==> config.mk <==
export PLATFORM = sky130hd
export DESIGN_NAME = serial_addsub
export DESIGN_NICKNAME = d
export VERILOG_FILES = /design/src/rtl/serial_addsub.sv
export SDC_FILE = /design/constraint.sdc
export NUM_CORES = 1
export LEC_CHECK = 0
export ABC_CLOCK_PERIOD_IN_PS = 1400
export CAP_MARGIN = 20
export CORE_MARGIN = 1
export CORE_UTILIZATION = 40
export DETAILED_ROUTE_END_ITERATION = 6
export PLACE_DENSITY = 0.67
export SLEW_MARGIN = 20
export SYNTH_ARGS = -nofsm -noshare
export SYNTH_HDL_FRONTEND = slang
export SYNTH_SLANG_ARGS = --single-unit
==> constraint.sdc <==
create_clock -name clk -period 1.4 [get_ports clk]
set_input_delay 0.42 -clock clk [delete_from_list [all_inputs] [get_ports clk]]
set_output_delay 0.42 -clock clk [all_outputs]
set_load 0.005 [all_outputs]
==> src/rtl/serial_addsub.sv <==
// Bit-serial add/subtract/complement unit: one full-adder cell reused over
// WIDTH cycles, LSB first, with a start/busy/done handshake and carry/overflow flags.
module serial_addsub #(
  parameter int WIDTH = 8,
  parameter int CNT_W = $clog2(WIDTH)
) (
  input  logic             clk,
  input  logic             rst_n,
  input  logic             start,
  input  logic [1:0]       mode,
  input  logic [WIDTH-1:0] a,
  input  logic [WIDTH-1:0] b,
  output logic             busy,
  output logic             done,
  output logic [WIDTH-1:0] result,
  output logic             cout,
  output logic             ovf
);

  // state | meaning
  // IDLE  | waiting for start; operands are captured on the accepting edge
  // RUN   | one bit per edge through the adder cell, LSB first
  // DONE  | one-cycle done pulse; result/cout/ovf already valid
  typedef enum logic [1:0] {IDLE, RUN, DONE} state_t;

  state_t           state, state_nxt;
  logic [WIDTH-1:0] x_sh, y_sh, x_init, y_init;
  logic [CNT_W-1:0] cnt;
  logic             carry, cin0, s_bit, c_bit, last_bit;

  always_comb begin
    x_init = a;
    y_init = b;
    cin0   = 1'b0;
    case (mode)
      2'b00: begin x_init = a;  y_init = b;       cin0 = 1'b0; end
      2'b01: begin x_init = a;  y_init = ~b;      cin0 = 1'b1; end
      2'b10: begin x_init = ~a; y_init = '0;      cin0 = 1'b0; end
      default: begin x_init = ~a; y_init = '0;    cin0 = 1'b1; end
    endcase
  end

  assign s_bit    = x_sh[0] ^ y_sh[0] ^ carry;
  assign c_bit    = (x_sh[0] & y_sh[0]) | (carry & (x_sh[0] ^ y_sh[0]));
  assign last_bit = (cnt == CNT_W'(WIDTH - 1));

  always_ff @(posedge clk) begin
    if (!rst_n) state <= IDLE;
    else        state <= state_nxt;
  end

  always_comb begin
    state_nxt = state;
    busy      = 1'b0;
    done      = 1'b0;
    case (state)
      IDLE: if (start) state_nxt = RUN;
      RUN: begin
        busy = 1'b1;
        if (last_bit) state_nxt = DONE;
      end
      DONE: begin
        busy      = 1'b1;
        done      = 1'b1;
        state_nxt = IDLE;
      end
      default: state_nxt = IDLE;
    endcase
  end

  // Sum bits shift into the MSB end of the x register as x bits are consumed,
  // so after WIDTH shifts x_sh holds the sum; no separate sum register needed.
  always_ff @(posedge clk) begin
    if (!rst_n) begin
      x_sh   <= '0;
      y_sh   <= '0;
      carry  <= 1'b0;
      cnt    <= '0;
      result <= '0;
      cout   <= 1'b0;
      ovf    <= 1'b0;
    end else if (state == IDLE && start) begin
      x_sh  <= x_init;
      y_sh  <= y_init;
      carry <= cin0;
      cnt   <= '0;
    end else if (state == RUN) begin
      x_sh  <= {s_bit, x_sh[WIDTH-1:1]};
      y_sh  <= {1'b0, y_sh[WIDTH-1:1]};
      carry <= c_bit;
      if (last_bit) begin
        result <= {s_bit, x_sh[WIDTH-1:1]};
        cout   <= c_bit;
        ovf    <= carry ^ c_bit;
      end else begin
        cnt <= cnt + CNT_W'(1);
      end
    end
  end

endmodule

==> report_table.html <==
<table>
<tr><th>Metric</th><th>Value</th></tr>
<tr><th colspan="2">Routing</th></tr>
<tr><td>WL per Instance</td><td>14.2 um</td></tr>
<tr><td>Wire length on met1</td><td>1760 um</td></tr>
<tr><td>Routed wl met3</td><td>215 um</td></tr>
<tr><td>Number of nets with antenna violations after routing</td><td>0</td></tr>
<tr><td>Number of optimization iterations in the first detailed-route pass</td><td>4</td></tr>
<tr><td>Detail Route met2 WL</td><td>1810 um</td></tr>
<tr><td>Total wirelength of the detailed-routed design</td><td>3870 um</td></tr>
<tr><td>Number of DRC violations after detailed routing</td><td>0</td></tr>
<tr><td>DR top layer</td><td>met4</td></tr>
<tr><td>First DRT Iteration DRCs</td><td>54</td></tr>
<tr><td>Total via count in the routed design</td><td>1429</td></tr>
<tr><td>Via-to-Cell Ratio</td><td>5.25</td></tr>
<tr><th colspan="2">Timing</th></tr>
<tr><td>Setup repair after global routing missed its margin</td><td>true</td></tr>
<tr><td>Final critical-path setup slack</td><td>-0.0536 ns</td></tr>
<tr><td>Achievable Freq</td><td>688 MHz</td></tr>
<tr><td>Max-slew headroom at the worst pin</td><td>83.9%</td></tr>
<tr><td>Post-route setup TNS</td><td>-0.0887 ns</td></tr>
<tr><td>Final Hold Vio Count</td><td>0</td></tr>
<tr><td>Final critical-path required period</td><td>1.45 ns</td></tr>
<tr><td>Slew Viols, Final</td><td>0</td></tr>
<tr><td>Fin Hold WS</td><td>0.484 ns</td></tr>
<tr><td>Final setup violating endpoints</td><td>2</td></tr>
<tr><td>Skew final</td><td>0.00628 ns</td></tr>
<tr><td>Worst-margin pin slew</td><td>0.241 ns</td></tr>
<tr><td>Share of the clock period used by the worst path after layout</td><td>104%</td></tr>
<tr><th colspan="2">Logic synthesis</th></tr>
<tr><td>Post-synthesis async set-or-reset flop share</td><td>0%</td></tr>
<tr><td>Synth area leaders</td><td>dfxtp_1 39%, mux2i_1 6.7%, xnor2_1 5.3%, ha_1 4.6%, o311a_1 4.3%</td></tr>
<tr><td>Number of different library cells in the post-synthesis netlist</td><td>28</td></tr>
<tr><td>Number of register bits inferred by synthesis</td><td>32</td></tr>
<tr><td>Synth Instances</td><td>176</td></tr>
<tr><td>Top flip-flop cell by instance count after synthesis</td><td>dfxtp_1</td></tr>
<tr><td>Combined area of all synthesized cells</td><td>1640 um^2</td></tr>
<tr><td>Library cell with the largest summed area after synthesis</td><td>dfxtp_1</td></tr>
<tr><td>Yosys top cell area share</td><td>39.0%</td></tr>
<tr><td>Number of enable-type register cells in the synthesized netlist</td><td>0</td></tr>
<tr><td>Number of synthesis warnings</td><td>0</td></tr>
<tr><td>Synthesized area per cell</td><td>9.34 um^2</td></tr>
<tr><td>Syn Nets</td><td>204</td></tr>
<tr><td>Most repeated cell in the gate-level netlist after synthesis</td><td>dfxtp_1</td></tr>
<tr><td>Sequential element share of the synthesized area</td><td>39.0%</td></tr>
<tr><td>Leading cell types by count after synthesis</td><td>32 x dfxtp_1, 14 x nor2_1, 12 x a21oi_1, 11 x mux2i_1</td></tr>
<tr><th colspan="2">Worst setup path</th></tr>
<tr><td>Data arrival time of the critical path</td><td>1.03 ns</td></tr>
<tr><td>End of the worst register-to-register path</td><td>y_sh[2]</td></tr>
<tr><td>Cell depth of the worst flop-to-flop path</td><td>7</td></tr>
<tr><td>Critical path required time</td><td>0.98 ns</td></tr>
<tr><td>Critical path launch point type</td><td>flip-flop</td></tr>
<tr><td>R2R setup slack</td><td>0.02 ns</td></tr>
<tr><td>Startpoint of the worst register-to-register path</td><td>state[1]</td></tr>
<tr><td>Setup crit end</td><td>done</td></tr>
<tr><td>Maximum net fanout on the critical path</td><td>2</td></tr>
<tr><td>Nature of the critical path endpoint</td><td>output port</td></tr>
<tr><td>Setup crit start</td><td>state[0]</td></tr>
<tr><td>Crit path kind</td><td>flip-flop to output port</td></tr>
<tr><th colspan="2">Global routing</th></tr>
<tr><td>First-pass GRT wire length</td><td>6140 um</td></tr>
<tr><td>All-Layer GR Usage</td><td>18.8%</td></tr>
<tr><td>Overflow left after global routing</td><td>0</td></tr>
<tr><td>Initial antenna violation count</td><td>0</td></tr>
<tr><td>Largest net degree at the start of global routing</td><td>29</td></tr>
<tr><td>Via count of the first global-routing pass</td><td>1397</td></tr>
<tr><th colspan="2">Clock network</th></tr>
<tr><td>Largest buffer count on any clock path</td><td>2</td></tr>
<tr><td>Post-cts hold buffer count</td><td>0</td></tr>
<tr><td>Worst-Skew Late Latency</td><td>0.28 ns</td></tr>
<tr><td>Clk root buf</td><td>clkbuf_8</td></tr>
<tr><td>Cts bufs inserted</td><td>5</td></tr>
<tr><td>CTS tree</td><td>yes</td></tr>
<tr><td>Number of H-tree levels</td><td>2</td></tr>
<tr><td>Clock transition at the registers of the reported paths</td><td>0.06 ns</td></tr>
<tr><td>Clock Sink Count</td><td>32</td></tr>
<tr><th colspan="2">Floorplan</th></tr>
<tr><td>Core area</td><td>3800 um^2</td></tr>
<tr><td>Top-Level Pins</td><td>33</td></tr>
<tr><td>Die width</td><td>66.1 um</td></tr>
<tr><td>Rows</td><td>22</td></tr>
<tr><td>Die outline height</td><td>66.1 um</td></tr>
<tr><td>Die Footprint</td><td>4370 um^2</td></tr>
<tr><td>Starting density of the core</td><td>43.3%</td></tr>
<tr><th colspan="2">Layout</th></tr>
<tr><td>Ratio of cells with drive above 1 in the final layout</td><td>22.8%</td></tr>
<tr><td>Count of antenna diodes in the layout</td><td>0</td></tr>
<tr><td>Area added between synthesis and finish</td><td>43.1%</td></tr>
<tr><td>Register Area</td><td>647 um^2</td></tr>
<tr><td>Summed area of non-filler cells in the final layout</td><td>2350 um^2</td></tr>
<tr><td>Fillcell total</td><td>326</td></tr>
<tr><td>Final nets</td><td>251</td></tr>
<tr><td>Area occupied by multi-input gates</td><td>963 um^2</td></tr>
<tr><td>Final instance count without filler cells</td><td>272</td></tr>
<tr><th colspan="2">Hold path</th></tr>
<tr><td>Instance count along the most critical hold path</td><td>2</td></tr>
<tr><td>Class of the tightest hold or removal check</td><td>flip-flop to flip-flop</td></tr>
<tr><th colspan="2">Pwr</th></tr>
<tr><td>Psw</td><td>690 uW</td></tr>
<tr><td>Fraction of power spent switching nets</td><td>26.5%</td></tr>
<tr><td>Internal power of the cells</td><td>1910 uW</td></tr>
<tr><td>Combinational group share of total power</td><td>27.1%</td></tr>
<tr><td>Total leakage power</td><td>0.000967 uW</td></tr>
<tr><td>Maximum vdd ir drop</td><td>0.665 mV</td></tr>
<tr><td>Clock power share</td><td>32.8%</td></tr>
<tr><td>Cell area power density</td><td>1110 nW/um^2</td></tr>
<tr><td>Share of total power in sequential cells</td><td>40.1%</td></tr>
<tr><th colspan="2">Placed design</th></tr>
<tr><td>Total placed cells including tap cells</td><td>257</td></tr>
<tr><td>Final estimated routing congestion in global placement</td><td>0.739</td></tr>
<tr><td>Number of buffer cells added on primary ports</td><td>32</td></tr>
<tr><td>DP Wirelength</td><td>2630 um</td></tr>
<tr><td>Post-place instance area</td><td>2070 um^2</td></tr>
<tr><th colspan="2">Flow run</th></tr>
<tr><td>Maximum Capacitance Violations</td><td>0</td></tr>
<tr><th colspan="2">Run status</th></tr>
<tr><td>Status</td><td>finished with violations</td></tr>
<tr><td>Violations in the final reports</td><td>setup timing</td></tr>
</table>
what timing repair did:
action                     4_1_cts  5_1_grt
resized for setup               36       16
pin swaps                        2        5
setup endpoints to repair       40       32
gates cloned                     1        1
setup buffers                    3        2
final cells by class:
class,instances,share of cell area (%)
Multi-Input combinational cell,125,41.0
Sequential cell,32,27.5
Timing Repair Buffer,55,23.7
Clock buffer,6,3.09
Tap cell,48,2.55
Clock inverter,2,1.49
Inverter,4,0.745
cells in the final DEF, fill, tap and decap left out, types with 2 or more instances in the layout:
cell type,count
buf_6,7
nand3_1,9
nor2b_1,7
dfxtp_1,27
o22ai_1,7
dfxtp_2,5
ha_4,4
nor2_1,14
nor2b_4,2
nand2_2,2
clkbuf_8,5
o311a_1,7
xor2_1,8
dlygate4sd2_1,10
buf_4,14
mux2i_1,11
xnor2_1,10
dlymetal6s2s_1,2
buf_12,2
clkdlybuf4s50_1,18
and2_4,3
a21oi_1,12
inv_1,2
o21ai_1,10
nand3b_1,2
a211oi_1,9
worst max-delay path, cell delays in order (launching register included):
cell and delay (ns):
dfxtp_2 0.34, inv_2 0.05, buf_6 0.11, ha_4 0.14
buf_6 0.10
metal layers:
layer / up-vias / global-route usage [%]
li1: 719 / -
met1: 655 / 21.7
met2: 45 / 31.4
met3: 10 / 6.38
met4: 0 / 8.24
met5: - / 0
through the flow:
step | utilization, % | total power (uW) | setup slack [ns]
global route | 61.9 | 2730 | -0.0853
CTS | 59.0 | 2540 | -0.0535
finish | 61.9 | 2600 | -0.0536
detailed placement | 54.5 | 1640 | -0.344
floorplan | - | 1460 | 0.0287
global placement | 54.5 | 1610 | -0.284
logic make-up after synthesis:
family,share of synthesized area (%)
buffers and inverters,7.53
XOR/XNOR,9.59
multiplexers,6.70
adder cells (fa/ha/maj),5.78
flip-flops,39.0
AO/OA/AOI/OAI,19.2
AND/OR/NAND/NOR,12.3
worst min path at each step:
stage	start	endpoint	slack (ns)
floorplan	x_sh[1]	result[0]	0.46
global placement	x_sh[1]	result[0]	0.47
detailed placement	result[5]	result[5]	0.47
CTS	result[5]	result[5]	0.48
global route	x_sh[4]	result[3]	0.51
finish	x_sh[1]	result[0]	0.48
power groups by stage:
stage	Clock (uW)	Sequential, uW	Combinational, uW
6_report	852	1040	705
5_1_grt	916	1050	758
4_1_cts	877	1040	622
3_5_place_dp	0	1060	578
3_3_place_gp	0	1050	558
2_1_floorplan	0	1040	415
sequential cells by signal (all words and copies together), names as in the netlist:
register / cells
result: 8
x_sh: 8
y_sh: 8
cnt: 3
state: 2
carry: 1
cout: 1
ovf: 1
No activity file was read; power rests on OpenSTA's default activity.
